**src/rtl/rom_arbiter.sv**
```systemverilog
// Arbiter sharing the instruction/data memory between boot loader, LSU and IFU.
// Owns the BOOT/RUN sequencing, LSU-over-IFU priority with IFU anti-starvation and one-cycle responses.
module rom_arbiter #(
  parameter int unsigned STARVE_LIMIT = 4,
  parameter bit          BOOT_BYPASS  = 1'b0
) (
  input  logic        clk,
  input  logic        rst_n,
  input  logic        ldr_req_i,
  input  logic [31:0] ldr_addr_i,
  input  logic [31:0] ldr_data_i,
  input  logic        boot_done_i,
  output logic        ldr_gnt_o,
  output logic        ldr_ack_o,
  input  logic        lsu_req_i,
  input  logic        lsu_we_i,
  input  logic [31:0] lsu_addr_i,
  input  logic [31:0] lsu_wdata_i,
  input  logic [3:0]  lsu_sel_i,
  output logic        lsu_gnt_o,
  output logic        lsu_rsp_valid_o,
  output logic [31:0] lsu_rdata_o,
  input  logic        ifu_req_i,
  input  logic [31:0] ifu_addr_i,
  output logic        ifu_gnt_o,
  output logic        ifu_rsp_valid_o,
  output logic [31:0] ifu_rdata_o,
  output logic        running_o,
  output logic [31:0] mem_r_addr_o,
  input  logic [31:0] mem_r_data_i,
  output logic        mem_w_en_o,
  output logic [31:0] mem_w_addr_o,
  output logic [31:0] mem_w_data_o,
  output logic [3:0]  mem_w_sel_o
);

  typedef enum logic [0:0] {
    ST_BOOT = 1'b0,
    ST_RUN  = 1'b1
  } state_e;

  localparam state_e     RESET_STATE = BOOT_BYPASS ? ST_RUN : ST_BOOT;
  localparam logic [7:0] LIMIT       = 8'(STARVE_LIMIT);

  state_e      state_q, state_d;
  logic [7:0]  starve_cnt_q, starve_cnt_d;
  logic        running_q, running_d;
  logic        ldr_ack_q, ldr_ack_d;
  logic        lsu_rsp_valid_q, lsu_rsp_valid_d;
  logic        ifu_rsp_valid_q, ifu_rsp_valid_d;
  logic [31:0] lsu_rdata_q, lsu_rdata_d;
  logic [31:0] ifu_rdata_q, ifu_rdata_d;

  logic        ldr_gnt_s, lsu_gnt_s, ifu_gnt_s, ifu_wins_s;

  // Grant decode; grants are held low for the whole time reset is asserted.
  always_comb begin
    ldr_gnt_s  = 1'b0;
    lsu_gnt_s  = 1'b0;
    ifu_gnt_s  = 1'b0;
    ifu_wins_s = 1'b0;
    if (rst_n) begin
      case (state_q)
        ST_BOOT: begin
          ldr_gnt_s = ldr_req_i;
        end
        ST_RUN: begin
          ifu_wins_s = ifu_req_i && (starve_cnt_q == LIMIT);
          lsu_gnt_s  = lsu_req_i && !ifu_wins_s;
          ifu_gnt_s  = ifu_req_i && !lsu_gnt_s;
        end
        default: begin
          ldr_gnt_s = 1'b0;
        end
      endcase
    end else begin
      ldr_gnt_s = 1'b0;
    end
  end

  // Memory port mux: only the granted requester reaches the memory, idle drives zero.
  always_comb begin
    mem_r_addr_o = 32'h0000_0000;
    mem_w_en_o   = 1'b0;
    mem_w_addr_o = 32'h0000_0000;
    mem_w_data_o = 32'h0000_0000;
    mem_w_sel_o  = 4'b0000;
    if (ldr_gnt_s) begin
      mem_w_en_o   = 1'b1;
      mem_w_addr_o = ldr_addr_i;
      mem_w_data_o = ldr_data_i;
      mem_w_sel_o  = 4'b1111;
    end else if (lsu_gnt_s && lsu_we_i) begin
      mem_w_en_o   = 1'b1;
      mem_w_addr_o = lsu_addr_i;
      mem_w_data_o = lsu_wdata_i;
      mem_w_sel_o  = lsu_sel_i;
    end else if (lsu_gnt_s) begin
      mem_r_addr_o = lsu_addr_i;
    end else if (ifu_gnt_s) begin
      mem_r_addr_o = ifu_addr_i;
    end else begin
      mem_r_addr_o = 32'h0000_0000;
    end
  end

  // Next state, starvation counter and response capture.
  always_comb begin
    state_d = state_q;
    case (state_q)
      ST_BOOT: begin
        if (boot_done_i) begin
          state_d = ST_RUN;
        end else begin
          state_d = ST_BOOT;
        end
      end
      ST_RUN: begin
        state_d = ST_RUN;
      end
      default: begin
        state_d = RESET_STATE;
      end
    endcase

    starve_cnt_d = starve_cnt_q;
    if ((state_q != ST_RUN) || !ifu_req_i || ifu_gnt_s) begin
      starve_cnt_d = 8'd0;
    end else if (starve_cnt_q < LIMIT) begin
      starve_cnt_d = starve_cnt_q + 8'd1;
    end else begin
      starve_cnt_d = LIMIT;
    end

    running_d       = (state_d == ST_RUN);
    ldr_ack_d       = ldr_gnt_s;
    lsu_rsp_valid_d = lsu_gnt_s;
    ifu_rsp_valid_d = ifu_gnt_s;

    lsu_rdata_d = lsu_rdata_q;
    if (lsu_gnt_s && !lsu_we_i) begin
      lsu_rdata_d = mem_r_data_i;
    end else begin
      lsu_rdata_d = lsu_rdata_q;
    end

    ifu_rdata_d = ifu_rdata_q;
    if (ifu_gnt_s) begin
      ifu_rdata_d = mem_r_data_i;
    end else begin
      ifu_rdata_d = ifu_rdata_q;
    end
  end

  // State and response registers.
  always_ff @(posedge clk or negedge rst_n) begin
    if (!rst_n) begin
      state_q         <= RESET_STATE;
      starve_cnt_q    <= 8'd0;
      running_q       <= BOOT_BYPASS;
      ldr_ack_q       <= 1'b0;
      lsu_rsp_valid_q <= 1'b0;
      ifu_rsp_valid_q <= 1'b0;
      lsu_rdata_q     <= 32'h0000_0000;
      ifu_rdata_q     <= 32'h0000_0000;
    end else begin
      state_q         <= state_d;
      starve_cnt_q    <= starve_cnt_d;
      running_q       <= running_d;
      ldr_ack_q       <= ldr_ack_d;
      lsu_rsp_valid_q <= lsu_rsp_valid_d;
      ifu_rsp_valid_q <= ifu_rsp_valid_d;
      lsu_rdata_q     <= lsu_rdata_d;
      ifu_rdata_q     <= ifu_rdata_d;
    end
  end

  assign ldr_gnt_o       = ldr_gnt_s;
  assign lsu_gnt_o       = lsu_gnt_s;
  assign ifu_gnt_o       = ifu_gnt_s;
  assign ldr_ack_o       = ldr_ack_q;
  assign lsu_rsp_valid_o = lsu_rsp_valid_q;
  assign ifu_rsp_valid_o = ifu_rsp_valid_q;
  assign lsu_rdata_o     = lsu_rdata_q;
  assign ifu_rdata_o     = ifu_rdata_q;
  assign running_o       = running_q;

endmodule
```
**config.mk**
```make
export PLATFORM = sky130hd
export DESIGN_NAME = rom_arbiter
export DESIGN_NICKNAME = d
export VERILOG_FILES = /design/src/rtl/rom_arbiter.sv
export SDC_FILE = /design/constraint.sdc
export NUM_CORES = 1
export LEC_CHECK = 0
export CORE_AREA = 2 2 145 147
export CTS_BUF_LIST = sky130_fd_sc_hd__clkbuf_4 sky130_fd_sc_hd__clkbuf_8
export DETAILED_ROUTE_END_ITERATION = 8
export DIE_AREA = 0 0 147 149
export GPL_ROUTABILITY_DRIVEN = 1
export GPL_TIMING_DRIVEN = 0
export SYNTH_ARGS = -nofsm -noshare
export SYNTH_HDL_FRONTEND = slang
export SYNTH_SLANG_ARGS = --single-unit
```
**constraint.sdc**
```tcl
create_clock -name clk -period 3.05 [get_ports clk]
set_input_delay 0.915 -clock clk [delete_from_list [all_inputs] [get_ports clk]]
set_output_delay 0.915 -clock clk [all_outputs]
set_load 0.01 [all_outputs]
```
==> flow_metrics.env, run 1 <==
export IMPL_outcome="finished, violations left"
export IMPL_violations="setup timing"
export IMPL_r2r_start="starve_cnt_q[1]$_DFF_PN0_"
export IMPL_worst_ep_arrival_time_ps=2400
export IMPL_place_gp_congestion=0.909
export IMPL_netlist_area_sq_um=3860
export IMPL_rsz0062_at_grt="true"
export IMPL_pwr_share_seq_pct=37.9
export IMPL_pwr_share_clk_pct=25.4
export IMPL_setup_viol=101
export IMPL_first_global_vias=5042
export IMPL_final_util_pct=43.5
export IMPL_end_kind="output pin"
export IMPL_grt_pass1_wl_um=32800
export IMPL_cts_tree="done"
export IMPL_vias_per_cell=4.49
export IMPL_synth_seq_cells=76
export IMPL_fmax_mhz=302
export IMPL_start_util_pct=18.8
export IMPL_power_density_nw_per_um2=376
export IMPL_synth_top_cell_area_share_pct=49.2
export IMPL_root_buffer="clkbuf_8"
export IMPL_final_cell_area_sq_um=8940
export IMPL_ant_nets=0
export IMPL_io_buffers=374
export IMPL_die_area_sq_um=21900
export IMPL_p_leak_nw=4.03
export IMPL_min_path_type="input pin to async pin"
export IMPL_grt_max_degree=27
export IMPL_ios=375
export IMPL_syn_inst=295
export IMPL_crit_type="input pin to output pin"
export IMPL_drcViolationCount=0
export IMPL_grtUsageMet2_pct=34.7
export IMPL_drt_iter0_markers=138
export IMPL_clockBufferDepth=2
export IMPL_cp_start_kind="input pin"
export IMPL_avgSynthCellArea_sq_um=13.1
export IMPL_nFillCells=1954
export IMPL_ir_drop_mv=0.327
export IMPL_overflow=0
export IMPL_wl_um=22700
export IMPL_fin_crit_sh_pct=109
export IMPL_synth_cell_types=25
export IMPL_rows=53
export IMPL_clkSinkCount=76
export IMPL_final_nets=940
export IMPL_p_sw_w=0.000890
export IMPL_slew_viol_final=0
export IMPL_clkSlewWorstSetupHoldPaths_ps=80
export IMPL_r2r_slack_ps=560
export IMPL_cts_buffers=9
export IMPL_r2r_end="lsu_rdata_o[8]$_DFFE_PN0P_"
export IMPL_synth_warnings=0
export IMPL_grt_busiest_layer="met2"
export IMPL_cap_violations=0
export IMPL_p_sw_share_pct=26.5
export IMPL_cts_hold_fix_buffers=0
export IMPL_final_setup_skew_ps=8.62
export IMPL_cp_required_ps=2130
export IMPL_worstSkewPairLatency_ps=340
export IMPL_gr_usage_all_layers_pct=20.0
export IMPL_vias=4555
export IMPL_layout_setup_ws_ps=-262
export IMPL_p_int_w=0.00247
export IMPL_drive_gt1_share_pct=34.4
export IMPL_wl_per_cell_um=22.4
export IMPL_die_w_um=147
export IMPL_syn2layout_area_growth_pct=131
export IMPL_cts_max_level=3
export IMPL_finalHoldViolations=0
export IMPL_yosysSeqAreaShare_pct=49.2
export IMPL_post_dp_hpwl_um=17400
export IMPL_yosysTopAreaCell="dfrtp_1"
export IMPL_path_max_fanout=5
export IMPL_met3_usage_pct=7.13
export IMPL_fp_coreArea_sq_um=20600
export IMPL_p_comb_share_pct=36.7
export IMPL_first_pass_iters=4
export IMPL_die_y_um=149
export IMPL_setup_tns_ps=-15000
export IMPL_r2r_cells=11
export IMPL_min_period_ps=3310
export IMPL_place_area_sq_um=7990
export IMPL_use_met1_pct=23.0
export IMPL_antenna_found_initial=3
export IMPL_synthTopCellsByArea="dfrtp_1 49%, a22o_1 22%, mux2_2 9.9%"
[worst max-delay path by stage]
stage	slack [ps]	end	cells after the start	from
CTS	-240	mem_r_addr_o[28]	10	ifu_req_i
global route	-370	mem_r_addr_o[21]	10	starve_cnt_q[1]$_DFF_PN0_
finish	-260	mem_r_addr_o[21]	10	rst_n
floorplan	20	mem_w_addr_o[25]	7	ifu_req_i
global placement	-4130	mem_w_addr_o[30]	9	rst_n
detailed placement	-1490	mem_w_addr_o[30]	10	rst_n
[placed cells by master, fill, tap and decap left out, types with 2 or more instances in the layout]
| master | instances |
|---|---|
| buf_6 | 71 |
| buf_2 | 58 |
| bufbuf_16 | 3 |
| buf_12 | 6 |
| inv_2 | 3 |
| buf_8 | 8 |
| nand2_2 | 2 |
| nor4_1 | 2 |
| dlygate4sd2_1 | 3 |
| conb_1 | 5 |
| a22o_4 | 8 |
| mux2_1 | 30 |
| clkbuf_4 | 2 |
| mux2_2 | 34 |
| bufinv_16 | 2 |
| nor2_1 | 2 |
| clkdlybuf4s50_1 | 265 |
| dfrtp_1 | 76 |
| clkbuf_8 | 17 |
| buf_4 | 23 |
| buf_16 | 5 |
| a22o_1 | 88 |
| nand2_1 | 2 |
| a21o_1 | 4 |
[cell families after synthesis]
family	count (synthesis)	share of synthesized area [%]
mux	64	18.7
compound gates	102	23.0
fa+ha+maj	2	0.648
flops	76	49.2
simple gates	18	3.27
other cells	1	0.0971
buf+inv	32	5.12
[repair_timing]
| action | in CTS | in global routing |
|---|---|---|
| resized for setup | 576 | 20 |
| endpoints found under the setup margin | 104 | 103 |
| cloned | 13 | 1 |
| pin swaps | 42 | 29 |
| setup buffers | 35 | 10 |
[power by group through the flow]
stage / combinational [W] / sequential (W) / clock [W]
6_report: 0.00123 / 0.00127 / 0.000853
5_1_grt: 0.00131 / 0.00129 / 0.000935
4_1_cts: 0.00125 / 0.00127 / 0.000890
3_5_place_dp: 0.00116 / 0.00129 / 0
3_3_place_gp: 0.00115 / 0.00128 / 0
2_1_floorplan: 0.000252 / 0.00136 / 0
[metrics by stage]
stage                     hold slack (ps)  cells  power (W)  setup slack (ps)
after floorplan                       439    299    0.00161              21.2
after global placement                454    948    0.00243             -4130
after detailed placement              475    949    0.00244             -1490
after CTS                             461   1011    0.00341              -244
after global routing                  462   1015    0.00353              -368
final                                 491   1015    0.00336              -262
[cell usage after synthesis (all sizes together)]
| library cell | count |
|---|---|
| a22o | 96 |
| inv | 3 |
| clkbuf | 7 |
| and4bb | 1 |
| a211oi | 1 |
| or2 | 2 |
| dfrtp | 76 |
| a21oi | 1 |
| and2 | 1 |
| nand2 | 4 |
| nor2b | 1 |
| a21o | 4 |
| nor2 | 3 |
| nor4b | 2 |
| buf | 22 |
| nor3 | 1 |
| ha | 2 |
| nor3b | 1 |
| nor4 | 2 |
| conb | 1 |
| mux2 | 64 |
[metal layers]
layer | part of all wire [%] | vias up
li1 | - | 2027
met1 | 39 | 2237
met2 | 49 | 247
met3 | 8.7 | 40
met4 | 3.3 | 4
met5 | 0.11 | -
[flip-flops by register name, summed over array words and instances (netlist names)]
signal,flops
ifu_rdata_o,32
ifu_rsp_valid_o,1
ldr_ack_o,1
lsu_rdata_o,32
lsu_rsp_valid_o,1
running_o,1
starve_cnt_q,8
[critical path: stages]
cell	delay [ps]
buf_16	80
buf_16	100
nand2_2	70
a211oi_2	260
nor2b_4	290
buf_4	140
buf_6	100
buf_16	110
a22o_1	180
buf_6	130
[final cells by class]
type	count	area, sq um	share of cell area (%)
clock inverters	4	73.8	0.826
clock buffers	11	145	1.62
well taps	275	344	3.85
inverters	3	11.3	0.126
multi-input cells	191	1880	21.1
flip-flops and latches	76	1900	21.3
repair buffers	429	4270	47.7
diodes	1	2.50	0.0280
plain buffers	25	308	3.44
Note: power is estimated with default switching activity, not from simulation.
==> run 2, diff against run 1 <==
--- a/config.mk
+++ b/config.mk
@@ -7,10 +7,12 @@
 export LEC_CHECK = 0
 export CORE_AREA = 2 2 145 147
 export CTS_BUF_LIST = sky130_fd_sc_hd__clkbuf_4 sky130_fd_sc_hd__clkbuf_8
+export CTS_CLUSTER_SIZE = 40
 export DETAILED_ROUTE_END_ITERATION = 8
 export DIE_AREA = 0 0 147 149
 export GPL_ROUTABILITY_DRIVEN = 1
 export GPL_TIMING_DRIVEN = 0
+export RECOVER_POWER = 50
 export SYNTH_ARGS = -nofsm -noshare
 export SYNTH_HDL_FRONTEND = slang
 export SYNTH_SLANG_ARGS = --single-unit
==> run 2 against run 1 <==
- the flow still finishes with violations (setup timing)
- first-iteration DRC count fell by 10%
- clock skew fell by 2.0 ps
- largest cell class unchanged
- worst setup slack got worse by 13 ps
- critical endpoint is now ldr_gnt_o
- combinational power barely moved
- global-route usage did not move
==> flow_metrics.env, run 2 (same netlist as run 1, synthesis figures left out) <==
export IMPL_pre_cts_slack_ps=-1490
export IMPL_layout_setup_ws_ps=-275
export IMPL_place_area_sq_um=7990
export IMPL_min_to="lsu_rdata_o[28]$_DFFE_PN0P_"
export IMPL_r2r_slack_ps=560
export IMPL_first_pass_iters=4
export IMPL_cts_max_level=3
export IMPL_setup_viol=102
export IMPL_cts_buffers=9
export IMPL_first_global_vias=5042
export IMPL_gr_usage_all_layers_pct=20.0
export IMPL_drive_gt1_share_pct=33.3
export IMPL_fmax_mhz=301
export IMPL_worst_ep_arrival_time_ps=2410
export IMPL_grt_pass1_wl_um=32800
export IMPL_tightest_slew_ps=1400
export IMPL_multiInputGateArea_sq_um=1880
export IMPL_syn2layout_area_growth_pct=129
export IMPL_min_path_type="flip-flop to flip-flop"
export IMPL_clockBufferDepth=2
export IMPL_r2r_end="lsu_rdata_o[8]$_DFFE_PN0P_"
export IMPL_crit_type="input pin to output pin"
export IMPL_mostFrequentLayoutCells="264 x clkdlybuf4s50_1, 88 x a22o_1, 76 x dfrtp_1"
export IMPL_ant_nets=0
export IMPL_worstSkewPairLatency_ps=350
export IMPL_cts_hold_fix_buffers=0
export IMPL_fin_crit_sh_pct=109
export IMPL_final_util_pct=43.0
export IMPL_cts_tree="done"
export IMPL_cp_start_kind="input pin"
export IMPL_clkSinkCount=76
export IMPL_overflow=0
export IMPL_fp_coreArea_sq_um=20600
export IMPL_p_leak_nw=3.95
export IMPL_ir_drop_mv=0.327
export IMPL_finalHoldViolations=0
export IMPL_slowest_stage="clkbuf_1"
export IMPL_min_period_ps=3330
export IMPL_root_buffer="clkbuf_8"
export IMPL_nFillCells=1970
export IMPL_outcome="finished, violations left"
export IMPL_regArea_sq_um=1900
export IMPL_die_y_um=149
export IMPL_rsz0062_at_grt="true"
export IMPL_final_setup_skew_ps=6.58
export IMPL_final_nets=940
export IMPL_grt_max_degree=27
export IMPL_relSlewSlack_pct=6.48
export IMPL_crit_chain="buf_16 > buf_16 > clkbuf_1 > nand2_2 > nor2_4 > clkbuf_1 > dlygate4sd2_1"
export IMPL_cp_top_family="buffers and inverters"
export IMPL_die_w_um=147
export IMPL_layout_commonest_cell="clkdlybuf4s50_1"
export IMPL_drcViolationCount=0
export IMPL_slew_viol_final=0
export IMPL_hold_start="lsu_rdata_o[28]$_DFFE_PN0P_"
export IMPL_rows=53
export IMPL_power_density_nw_per_um2=379
export IMPL_end_kind="output pin"
export IMPL_r2r_start="starve_cnt_q[1]$_DFF_PN0_"
export IMPL_wl_per_cell_um=22.4
export IMPL_clkSlewWorstSetupHoldPaths_ps=80
export IMPL_violations="setup timing"
export IMPL_cp_required_ps=2130
export IMPL_setup_tns_ps=-15500
export IMPL_max_stage_delay_ps=510
export IMPL_crit_buf_inv=5
export IMPL_cap_violations=0
export IMPL_antenna_found_initial=3
export IMPL_drt_iter0_markers=124
export IMPL_die_area_sq_um=21900
export IMPL_post_dp_hpwl_um=17400
export IMPL_io_buffers=374
export IMPL_place_gp_congestion=0.909
export IMPL_vias_per_cell=4.48
export IMPL_wl_um=22800
export IMPL_r2r_cells=11
export IMPL_vias=4559
export IMPL_start_util_pct=18.8
export IMPL_final_cell_area_sq_um=8830
export IMPL_path_max_fanout=11
export IMPL_ios=375
export IMPL_whs_path_depth=1
## run 2: changes by cell type in the layout (fill, tap and decap cells not counted), sizes merged
cell	delta
clkdlybuf4s50	-1
dlygate4sd3	+1
buf	-4
clkbuf	+7
bufbuf	-3
diode	+2
## run 2: area by class of cell
type	instances	area share (%)
clock inverters	4	0.836
multi-input cells	191	21.3
inverters	3	0.128
clock buffers	11	1.64
repair buffers	429	47.2
flip-flops and latches	76	21.5
well taps	275	3.90
diodes	3	0.0850
plain buffers	25	3.37
## run 2: worst reg2reg max path, stage by stage (launching register included)
cell	delay (ps)
dfrtp_1	370
inv_2	50
ha_4	150
and4bb_1	200
a211oi_2	310
nor2b_4	290
buf_4	150
buf_8	110
buf_4	110
buf_4	130
buf_6	160
mux2_1	340
## run 2: power breakdown
group,internal (W),switching (W),leakage (nW)
combinational,0.000783,0.000434,2.94
clock,0.000488,0.000366,0.113
sequential,0.00118,0.0000916,0.905
## run 2: layer usage
layer  part of all wire (%)  GRT usage, %
met1                     39          23.0
met2                     49          34.7
met3                    8.5          7.13
met4                    3.2          6.78
met5                   0.11             0
## run 2: repair_timing
action	CTS	global route
endpoints found under the hold margin	0	0
endpoints found under the setup margin	104	103
setup buffers	35	10
pin swaps	42	29
gates cloned	13	1
resized for setup	576	20
## run 2: per-stage QoR
| step | power [W] | hold slack, ps | std cells |
|---|---|---|---|
| after floorplan | 0.00161 | 439 | 299 |
| after global placement | 0.00243 | 454 | 948 |
| after detailed placement | 0.00244 | 475 | 949 |
| after CTS | 0.00341 | 461 | 1011 |
| after global routing | 0.00352 | 518 | 1015 |
| final | 0.00334 | 494 | 1017 |
## run 2: worst max-delay path by stage
stage                     slack (ps)                to                      start  cells after the start
after floorplan                   20  mem_w_addr_o[25]                  ifu_req_i                      7
after global placement         -4130  mem_w_addr_o[30]                      rst_n                      9
after detailed placement       -1490  mem_w_addr_o[30]                      rst_n                     10
after CTS                       -240  mem_r_addr_o[28]                  ifu_req_i                     10
after global routing            -370  mem_r_addr_o[21]  starve_cnt_q[1]$_DFF_PN0_                     10
final                           -280         ldr_gnt_o                      rst_n                      7
==> run 3, diff against run 2 <==
--- a/config.mk
+++ b/config.mk
@@ -5,6 +5,7 @@
 export SDC_FILE = /design/constraint.sdc
 export NUM_CORES = 1
 export LEC_CHECK = 0
+export CAP_MARGIN = 20
 export CORE_AREA = 2 2 145 147
 export CTS_BUF_LIST = sky130_fd_sc_hd__clkbuf_4 sky130_fd_sc_hd__clkbuf_8
 export CTS_CLUSTER_SIZE = 40
==> results of run 3 <==
The final DEF is identical to that of run 2; final timing and power are the same.
